File: config.mk
export PLATFORM = sky130hd
export DESIGN_NAME = spike_count_classifier
export DESIGN_NICKNAME = d
export VERILOG_FILES = /design/src/rtl/spike_count_classifier.sv
export SDC_FILE = /design/constraint.sdc
export NUM_CORES = 1
export LEC_CHECK = 0
export BUFFER_PORTS_ARGS = -buffer_cell sky130_fd_sc_hd__clkbuf_2
export CORE_ASPECT_RATIO = 2
export CORE_MARGIN = 3
export CORE_UTILIZATION = 45
export CTS_CLUSTER_DIAMETER = 60
export CTS_CLUSTER_SIZE = 10
export DETAILED_ROUTE_END_ITERATION = 7
export HOLD_SLACK_MARGIN = 0.06
export PLACE_DENSITY = 0.65
export SLEW_MARGIN = 10
export SYNTH_ARGS = -nofsm -noshare
export SYNTH_HDL_FRONTEND = slang
export SYNTH_SLANG_ARGS = --single-unit
File: constraint.sdc
create_clock -name clk -period 2.1 [get_ports clk]
set_clock_uncertainty 0.15 [all_clocks]
set_input_delay 0.105 -clock clk [delete_from_list [all_inputs] [get_ports clk]]
set_output_delay 0.105 -clock clk [all_outputs]
set_load 0.01 [all_outputs]
File: src/rtl/spike_count_classifier.sv
// Purpose : counts spikes per neuron over WINDOW timesteps, then serially scans for the arg-max neuron.
// Latency : start sampled at edge 0 -> spikes counted on edges 1..WINDOW -> done high after edge WINDOW+NUM_NEURONS+1.
// Backpressure: none; start is accepted only in IDLE with done low, never queued.
//
// Ports:
//   clk, rst          clock and asynchronous active-low reset
//   start             request a classification (honoured only when idle)
//   spike_in          one spike bit per neuron per cycle
//   busy / done       busy while a window is in progress; done pulses once per result
//   winner_idx/count  arg-max neuron and its count; no_spikes when every count was 0
//   cnt_sel/cnt_dout  combinational readback of one per-neuron counter (0 when out of range)
module spike_count_classifier #(
    parameter int NUM_NEURONS = 1,
    parameter int WINDOW      = 256,
    parameter int COUNT_WIDTH = 16,
    parameter int IDX_W       = (NUM_NEURONS > 1) ? $clog2(NUM_NEURONS) : 1
) (
    input  logic                   clk,
    input  logic                   rst,
    input  logic                   start,
    input  logic [NUM_NEURONS-1:0] spike_in,
    output logic                   busy,
    output logic                   done,
    output logic [IDX_W-1:0]       winner_idx,
    output logic [COUNT_WIDTH-1:0] winner_count,
    output logic                   no_spikes,
    input  logic [IDX_W-1:0]       cnt_sel,
    output logic [COUNT_WIDTH-1:0] cnt_dout
);

    localparam int TW = (WINDOW > 1) ? $clog2(WINDOW) : 1;
    localparam logic [TW-1:0]    T_LAST = TW'(WINDOW - 1);
    localparam logic [IDX_W-1:0] J_LAST = IDX_W'(NUM_NEURONS - 1);

    localparam logic [1:0] S_IDLE  = 2'd0;
    localparam logic [1:0] S_COUNT = 2'd1;
    localparam logic [1:0] S_SCAN  = 2'd2;
    localparam logic [1:0] S_DONE  = 2'd3;

    logic [1:0]             state;
    logic [TW-1:0]          t;
    logic [IDX_W-1:0]       scan_idx;
    logic [IDX_W-1:0]       best_idx;
    logic [COUNT_WIDTH-1:0] best_cnt;
    logic [COUNT_WIDTH-1:0] scan_cnt;
    logic [COUNT_WIDTH-1:0] cnt [NUM_NEURONS];
    logic                   done_q;
    logic                   start_ok;

    // A start arriving while the previous result is being announced is dropped.
    assign start_ok = (state == S_IDLE) && start && !done_q;

    // DONE is the internal cycle that latches the result; done itself is the
    // registered pulse that follows, so busy drops exactly as done rises.
    assign busy = (state != S_IDLE);
    assign done = done_q;

    // Read muxes built by compare rather than indexing, so out-of-range
    // selects fall through to zero without any array bounds concerns.
    always_comb begin
        scan_cnt = '0;
        cnt_dout = '0;
        for (int i = 0; i < NUM_NEURONS; i++) begin
            if (scan_idx == IDX_W'(i)) scan_cnt = cnt[i];
            if (cnt_sel == IDX_W'(i))  cnt_dout = cnt[i];
        end
    end

    // Per-neuron saturating counters; cleared only by reset or an accepted start
    // so the last window stays readable afterwards.
    always_ff @(posedge clk or negedge rst) begin
        if (!rst) begin
            for (int i = 0; i < NUM_NEURONS; i++) cnt[i] <= '0;
        end else if (start_ok) begin
            for (int i = 0; i < NUM_NEURONS; i++) cnt[i] <= '0;
        end else if (state == S_COUNT) begin
            for (int i = 0; i < NUM_NEURONS; i++) begin
                if (spike_in[i] && (cnt[i] != {COUNT_WIDTH{1'b1}}))
                    cnt[i] <= cnt[i] + 1'b1;
            end
        end
    end

    always_ff @(posedge clk or negedge rst) begin
        if (!rst) begin
            state        <= S_IDLE;
            t            <= '0;
            scan_idx     <= '0;
            best_idx     <= '0;
            best_cnt     <= '0;
            winner_idx   <= '0;
            winner_count <= '0;
            no_spikes    <= 1'b0;
            done_q       <= 1'b0;
        end else begin
            done_q <= 1'b0;
            case (state)
                S_IDLE: begin
                    if (start_ok) begin
                        state <= S_COUNT;
                        t     <= '0;
                    end
                end
                S_COUNT: begin
                    t <= t + 1'b1;
                    if (t == T_LAST) begin
                        state    <= S_SCAN;
                        scan_idx <= '0;
                    end
                end
                S_SCAN: begin
                    // Index 0 seeds the running best; later entries replace it only
                    // on a strictly larger count, so ties keep the lowest index.
                    if (scan_idx == '0) begin
                        best_idx <= '0;
                        best_cnt <= scan_cnt;
                    end else if (scan_cnt > best_cnt) begin
                        best_idx <= scan_idx;
                        best_cnt <= scan_cnt;
                    end
                    if (scan_idx == J_LAST) state <= S_DONE;
                    else                    scan_idx <= scan_idx + 1'b1;
                end
                default: begin // S_DONE
                    winner_idx   <= (best_cnt == '0) ? '0 : best_idx;
                    winner_count <= best_cnt;
                    no_spikes    <= (best_cnt == '0);
                    done_q       <= 1'b1;
                    state        <= S_IDLE;
                end
            endcase
        end
    end

endmodule

== Word-level counts from Yosys, hierarchy flattened ==
Cells that the tools add are included.

* Register bits: 63
* Latch bits: 0
* Bits in writable memories: 0
* Bits in read-only memories: 0
* Bits of input ports: 5
* Output and inout bits: 36
* Logic and storage cells: 59
* Memories: 0

* Add/subtract/negate cells: 3
* Multipliers: 0
* Div/mod/pow operators: 0
* $lt $le $gt $ge: 1
* Equal/unequal tests: 8
* Shift operators: 0
* Multiplexer cells: 20
* Bitwise logic cells: 0
* Reduce and logical (&&, ||, !) cells: 17

{| class="wikitable"
|+ Operators with widths
! kind !! number
|-
| $mux W16 || 7
|-
| $add A16 B1 Y16 const B || 1
|-
| $gt A16 B16 Y1 || 1
|-
| $logic_not A16 Y1 || 1
|-
| $ne A16 B16 Y1 const B || 1
|-
| $pmux W8 S2 || 1
|-
| $reduce_bool A2 Y1 || 5
|-
| $add A8 B1 Y8 const B || 1
|-
| $eq A8 B8 Y1 const B || 1
|-
| $mux W8 || 1
|-
| $reduce_and A2 Y1 || 4
|-
| $mux W1 || 6
|-
| $mux W2 || 3
|-
| $pmux W2 S3 || 1
|-
| $ne A2 B1 Y1 const B || 2
|-
| $ne A2 B2 Y1 const B || 2
|-
| $logic_and A1 B1 Y1 || 3
|-
| $reduce_and A3 Y1 || 1
|-
| $reduce_or A3 Y1 || 1
|-
| $eq A2 B1 Y1 const B || 1
|-
| $eq A2 B2 Y1 const B || 1
|-
| $logic_not A2 Y1 || 1
|-
| $pmux W1 S2 || 1
|-
| $add A1 B1 Y1 const B || 1
|-
| $logic_not A1 Y1 || 1
|}

== Logic depth before layout (Yosys ltp) ==
Gate-level depths: netlist of run 1.

* Depth after elaboration: 5
* Depth in mapped cells: 8
* Gate-level depth less buffers: 6

== Worst setup path after synthesis of run 1 ==
No wires, ideal clock.

* Kind: reg-to-reg
* From: register state[0]
* To: register best_cnt[10]
* Library setup time: 125 ps
* Arrival time: 1612 ps
* Data required time: 1825 ps
* Slack: 213 ps
* Cell stages (with the launch flop): 6
* Path buffers: 2
* Clock period less this slack: 1887 ps
* Cell sequence: dfrtp_1 -> inv_1 -> ha_1 -> clkbuf_1 -> clkbuf_1 -> mux2_2

* Word-level cells in the longest chain between the ends: 2

{| class="wikitable"
|+ RTL lines
! element !! line !! RTL
|-
| start, declared || 40 || <nowiki>logic [1:0] state;</nowiki>
|-
| start signal, assigned || 86 || <nowiki>state <= S_IDLE;</nowiki>
|-
| start signal, assigned || 100 || <nowiki>state <= S_COUNT;</nowiki>
|-
| start signal, assigned || 107 || <nowiki>state <= S_SCAN;</nowiki>
|-
| $eq A2 B2 Y1 || 97 || <nowiki>case (state)</nowiki>
|-
| $reduce_and A2 Y1 (no line) || -- ||
|-
| end signal, assigned || 116 || <nowiki>best_cnt <= scan_cnt;</nowiki>
|-
| end signal, assigned || 119 || <nowiki>best_cnt <= scan_cnt;</nowiki>
|-
| end, declared || 44 || <nowiki>logic [COUNT_WIDTH-1:0] best_cnt;</nowiki>
|}

No other way between the ends.
A chain may end at the register's enable or synchronous reset.

== Final worst setup path of run 1 ==
* From: register cnt[1] (netlist name)
* To: register cnt[1] (netlist name)

* Word-level cells in the longest chain between the ends: 4
* Elaborated cells on any way between the ends: 8
* Those cells by class: add/sub (1); eq/ne (1); mux (3); reduce/logical (3)

{| class="wikitable"
|+ RTL lines
! element !! line !! RTL
|-
| start, declared || 46 || <nowiki>logic [COUNT_WIDTH-1:0] cnt [NUM_NEURONS];</nowiki>
|-
| start signal, assigned by index || 79 || <nowiki>cnt[i] <= cnt[i] + 1'b1;</nowiki>
|-
| $add A16 B1 Y16 or $ne A16 B16 Y1 (tied branches) || 79, 78 ||
|-
| $mux W16 or $logic_and A1 B1 Y1 (tied branches) || 78 || <nowiki>if (spike_in[i] && (cnt[i] != {COUNT_WIDTH{1'b1}}))</nowiki>
|-
| $mux W16 or $reduce_bool A2 Y1 (tied branches) || -- ||
|-
| $mux W16 or $reduce_and A2 Y1 (tied branches) || -- ||
|}

Parallel ways exist; a longest one is shown, timed or not. The select of a mux whose other input is x is not followed.

==> flow_metrics.py, run 1 <==
metrics = {
    "critical_path": {
        "endpoint_kind": "flop",
        "start_kind": "flop",
        "path_cells": "ha_2, nand4_1, o41ai_4, buf_4, mux2i_1, nor2_1",
        "crit_type": "flop to flop",
        "required_ns": 2.16,
        "path_max_fanout": 6,
        "cp-startpoint": "cnt[1]",
        "rr_startpoint": "cnt[1]",
        "crit_slowest_cell": "o41ai_4",
        "crit_buf_inv": 1,
        "rr_endpoint": "cnt[1]",
        "critPathMaxStageDelay_ns": 0.52,
        "path_delay_family": "compound AO/OA/AOI/OAI gates",
        "rr_worst_depth": 6,
        "ff2ff_setup_slack_ns": 0.10,
        "cp.arrival_ns": 2.06,
    },
    "final_layout": {
        "n_fill_cell": 545,
        "postLayoutCellArea_mm2": 0.00370,
        "multi_input_area_mm2": 0.00135,
        "num-nets-final": 329,
        "regArea_mm2": 0.00150,
        "area_delta_synth_final_pct": 27.4,
        "num_antenna_cells": 0,
        "layout-drive-gt1-share_pct": 37.3,
    },
    "global_route": {
        "track_usage_pct": 19.8,
        "grt_pass1_vias": 2342,
        "grt-ovfl-total": 0,
        "grt_use_met1_pct": 19.2,
        "top_usage_layer": "met2",
        "antenna_found_initial": 0,
        "grt_pass1_wl_um": 11400,
        "grt_use_met2_pct": 37.5,
        "grt_max_degree": 61,
        "met3_usage_pct": 5.34,
    },
    "yosys": {
        "syn_inst": 251,
        "synth_area_mm2": 0.00291,
        "syn_nets": 263,
        "syn_area_per_cell_um2": 11.6,
        "yosys.cell_types.count": 44,
        "synth-edff-count": 0,
        "synth_top_area_share_pct": 51.6,
        "yosys.cell_count.top_type": "dfrtp_1",
        "ys_async_sr_fraction_pct": 100,
        "synth_common_cells": "dfrtp_1, mux2_2, nor2b_1",
        "synth_top_cell_by_area": "dfrtp_1",
        "ys_ff_latch": 60,
        "yosysSeqAreaShare_pct": 51.6,
        "synthTopCellsByArea": "dfrtp_1, mux2_2, nor2b_1, ha_1, a21oi_1",
        "synth_flop_cell": "dfrtp_1",
        "yosysWarnings": 0,
    },
    "sta": {
        "drv_slew": 0,
        "hold_viol_final": 0,
        "worstMarginPinSlew_ns": 0.773,
        "relSlewSlack_pct": 48.5,
        "tns_ns": 0,
        "post-route-period-util_pct": 95.1,
        "period_minus_slack_ns": 2.00,
        "max_freq_ghz": 0.501,
        "setup_viol": 0,
    },
    "flow_run": {
        "cap_viol_max_count": 0,
    },
    "clock_network": {
        "clkTransAtPathRegs_ns": 0.05,
        "insertion_delay_ns": 0.33,
        "cts_tree": "built",
        "root_buffer": "clkbuf_16",
        "clock_path_buffers": 2,
        "cts_buffers": 9,
        "clock_sinks": 60,
        "htree_levels": 3,
    },
    "power": {
        "ir_drop_v": 0.000504,
        "p_int_mw": 2.51,
        "power.density_mw_per_mm2": 887,
        "pwr-share-seq_pct": 39.4,
        "switching_share_pct": 23.7,
        "p_clk_share_pct": 48.5,
        "power.share.combinational_pct": 12.1,
        "p_sw_mw": 0.779,
        "power_leakage_nw": 1.82,
    },
    "drt": {
        "drtIter0Drc": 109,
        "postRouteAntennaNets": 0,
        "viasPerCell": 5.51,
        "drc": 0,
        "vias": 2236,
        "firstDrtPassIters": 4,
        "wl_um": 6940,
        "wl_per_cell_um": 17.1,
    },
    "die": {
        "rows": 40,
        "dieArea_mm2": 0.00752,
        "die_w_um": 62.9,
        "initial_utilization_pct": 47.3,
        "pin_count": 41,
        "coreArea_mm2": 0.00616,
        "dieHeight_um": 120,
    },
    "placement": {
        "placed_area_mm2": 0.00333,
        "port_buffers": 39,
        "dpl.hpwl_um": 5010,
        "gp_congestion": 0.840,
    },
    "hold_path": {
        "hold_depth": 3,
        "hold_class": "input port to flop",
        "min_from": "spike_in",
        "min_to": "cnt[2]",
    },
    "outcome": {
        "status": "finished, final reports clean",
    },
}
[per-layer routing]
metal	up-vias	wire [µm]
met5	-	0
met4	0	182
met3	11	183
met2	44	4070
met1	1126	2510
li1	1055	-
[power by group through the flow]
stage / clock network [mW] / registers, mW / logic, mW
final: 1.59 / 1.30 / 0.396
after global routing: 1.69 / 1.31 / 0.445
after CTS: 1.63 / 1.30 / 0.394
after detailed placement: 0 / 1.32 / 0.392
after global placement: 0 / 1.32 / 0.386
after floorplan: 0 / 1.31 / 0.194
[layout make-up]
type,count,area share (%)
clock buffers,13,7.02
clock inverters,3,1.86
multi-input cells,176,36.5
well taps,84,2.84
inverters,4,0.405
repair buffers,66,10.8
flip-flops and latches,60,40.5
[placed cells by master (no fill, tap or decap), types with 6 or more instances in the layout]
| cell type | Yosys | final |
|---|---|---|
| nand2_1 | 14 | 14 |
| nor2b_1 | 16 | 16 |
| buf_4 | 1 | 26 |
| a21oi_1 | 15 | 15 |
| nor2_1 | 9 | 9 |
| o21ai_0 | 7 | 7 |
| nand4_1 | 6 | 6 |
| clkbuf_2 | 0 | 39 |
| ha_1 | 7 | 6 |
| nand3_1 | 6 | 6 |
| mux2_2 | 34 | 34 |
| dfrtp_1 | 60 | 60 |
| clkbuf_16 | 0 | 9 |
[worst reg2reg max path: cells and delay by family, from the launching register on]
kind	cells	cell delay, ns
AOI/OAI and AO/OA	1	0.52
DFF	1	0.35
and+or+nand+nor	2	0.25
buffers and inverters	1	0.23
adders and majority gates	1	0.21
muxes	1	0.18
[stage by stage]
stage / utilization [%] / setup WS [ns] / power [mW] / cells / hold slack (ns)
after global placement: 54.1 / 0.0963 / 1.70 / 386 / 0.156
after detailed placement: 54.1 / 0.0862 / 1.71 / 386 / 0.159
final: 60.2 / 0.104 / 3.29 / 406 / 0.0937
after floorplan: - / 0.213 / 1.50 / 251 / -0.341
after CTS: 59.6 / 0.0671 / 3.33 / 403 / 0.0794
after global routing: 60.2 / -0.00115 / 3.44 / 406 / 0.112
[how the worst max path moves through the flow]
stage,endpoint,slack [ns],cells past startpoint
6_report,cnt[1],0.10,6
5_1_grt,cnt[1],-0.001,6
4_1_cts,cnt[9],0.07,6
3_5_place_dp,cnt[9],0.09,6
3_3_place_gp,cnt[1],0.1,5
2_1_floorplan,best_cnt[10],0.21,5
[registers in the layout, summed over array words and instances, names as in the netlist]
| register | flops |
|---|---|
| winner_count | 16 |
| no_spikes | 1 |
| done | 1 |
| best_cnt | 16 |
| cnt | 16 |
| t | 8 |
| state | 2 |
[cells by family after synthesis]
kind of cell	Yosys count	synth area share (%)
compound gates	47	11.4
xor+xnor	4	1.20
fa+ha+maj	7	3.01
buf+inv	16	2.54
flops	60	51.6
mux	36	13.8
other cells	1	0.129
simple gates	80	16.2
[what timing repair did]
action                                  4_1_cts  5_1_grt
setup buffers                                 0        2
hold endpoints to repair                     60        0
gates resized for setup                       0        2
endpoints found under the setup margin        0        7
hold buffers                                  1        0
Note: power is estimated with default switching activity, not from simulation.
==> inputs of run 2 (changes only) <==
- CORE_ASPECT_RATIO: 2 -> 1.4
==> flow_metrics.py, run 2 (same netlist as run 1, synthesis figures left out) <==
metrics = {
    "placement": {
        "dp_worst_setup_slack_ns": 0.167,
        "gp_congestion": 0.781,
        "dpl.cell_count": 375,
        "placed_area_mm2": 0.00334,
        "port_buffers": 39,
        "dpl.hpwl_um": 4560,
    },
    "final_layout": {
        "postLayoutCellArea_mm2": 0.00351,
        "largestRegisters": "best_cnt (16), cnt (16), winner_count (16)",
        "multi_input_area_mm2": 0.00134,
        "regArea_mm2": 0.00150,
        "num-nets-final": 327,
        "final_common_cell": "dfrtp_1",
        "final_cells": 390,
        "area_delta_synth_final_pct": 20.7,
        "n_fill_cell": 561,
        "post-route-util_pct": 56.1,
        "num_antenna_cells": 0,
        "final_cell_mix": "dfrtp_1, clkbuf_2, mux2_2",
        "layout-drive-gt1-share_pct": 36.8,
    },
    "sta": {
        "period_minus_slack_ns": 1.95,
        "setup_ws_ns": 0.152,
        "whs_ns": 0.103,
        "worstMarginPinSlew_ns": 0.547,
        "hold_viol_final": 0,
        "drv_slew": 0,
        "post-route-period-util_pct": 92.8,
        "relSlewSlack_pct": 63.4,
        "max_freq_ghz": 0.513,
        "tns_ns": 0,
        "setup_viol": 0,
    },
    "critical_path": {
        "critPathMaxStageDelay_ns": 0.41,
        "start_kind": "flop",
        "endpoint_kind": "flop",
        "required_ns": 2.17,
        "cp.arrival_ns": 2.02,
        "crit_buf_inv": 1,
        "path_delay_family": "simple AND/OR/NAND/NOR gates",
        "path_cells": "inv_1, ha_1, nand3b_1, nand2_1, nand2_1, mux2_2",
        "crit_type": "flop to flop",
        "cpMostUsedCell": "nand2_1",
        "crit_slowest_cell": "dfrtp_1",
        "path_max_fanout": 9,
    },
    "global_route": {
        "grt_max_degree": 42,
        "grt_pass1_vias": 2219,
        "grt_pass1_wl_um": 10200,
        "grt_use_met2_pct": 29.7,
        "grt_use_met1_pct": 21.3,
        "met3_usage_pct": 5.56,
        "track_usage_pct": 18.0,
        "top_usage_layer": "met2",
        "grt-ovfl-total": 0,
        "antenna_found_initial": 0,
    },
    "die": {
        "pin_count": 41,
        "die_w_um": 74.0,
        "dieArea_mm2": 0.00748,
        "rows": 34,
        "coreArea_mm2": 0.00625,
        "dieHeight_um": 101,
        "initial_utilization_pct": 46.5,
    },
    "hold_path": {
        "hold_class": "input port to flop",
    },
    "clock_network": {
        "insertion_delay_ns": 0.33,
        "htree_levels": 3,
        "clock_path_buffers": 2,
        "root_buffer": "clkbuf_8",
        "cts_buffers": 9,
        "clkTransAtPathRegs_ns": 0.06,
        "cts_setup_buffers": 0,
        "clock_sinks": 60,
        "cts_tree": "built",
    },
    "drt": {
        "drc": 0,
        "drtIter0Drc": 132,
        "postRouteAntennaNets": 0,
        "firstDrtPassIters": 4,
        "wl_per_cell_um": 16.0,
        "viasPerCell": 5.57,
        "vias": 2174,
        "wl_um": 6230,
    },
    "power": {
        "power.density_mw_per_mm2": 730,
        "power_mw": 2.56,
        "power_leakage_nw": 1.74,
        "ir_drop_v": 0.000367,
    },
    "flow_run": {
        "cap_viol_max_count": 0,
    },
    "outcome": {
        "status": "finished, final reports clean",
    },
}
run 2: final cells by class:
| class | count | area share [%] |
|---|---|---|
| clock buffers | 11 | 4.03 |
| multi-input cells | 175 | 38.2 |
| inverters | 4 | 0.428 |
| repair buffers | 65 | 11.5 |
| well taps | 72 | 2.57 |
| flip-flops and latches | 60 | 42.8 |
| clock inverters | 3 | 0.428 |
run 2: metal layers:
layer,up-vias,part of all wire [%]
met2,55,52
met4,0,2.5
met3,16,4.3
met5,-,0
met1,1057,41
li1,1046,-
run 2: report_power, final:
| group | switching, mW | internal, mW |
|---|---|---|
| logic | 0.225 | 0.191 |
| registers | 0.0744 | 1.22 |
| clock network | 0.414 | 0.441 |
run 2: worst register-to-register path, stage by stage, from the launching register on:
cell and delay (ns):
dfrtp_1 0.41, inv_1 0.10, ha_1 0.23, nand3b_1 0.30, nand2_1 0.17, nand2_1 0.14, mux2_2 0.33
run 2: timing repair:
action	in CTS	in global routing
resized for setup	0	3
hold endpoints to repair	60	0
endpoints found under the setup margin	0	2
hold buffers	1	0
run 2: worst paths after layout:
kind                              start        end  slack, ns  cells past startpoint
min in group asynchronous           rst    cnt[10]       0.13                      2
max reg2reg                    state[0]   state[1]       0.15                      6
max                            state[0]   state[1]       0.15                      6
min reg2reg                best_cnt[15]  no_spikes       0.34                      1
min                            spike_in     cnt[2]       0.10                      3
max in group asynchronous           rst     cnt[4]       1.08                      3
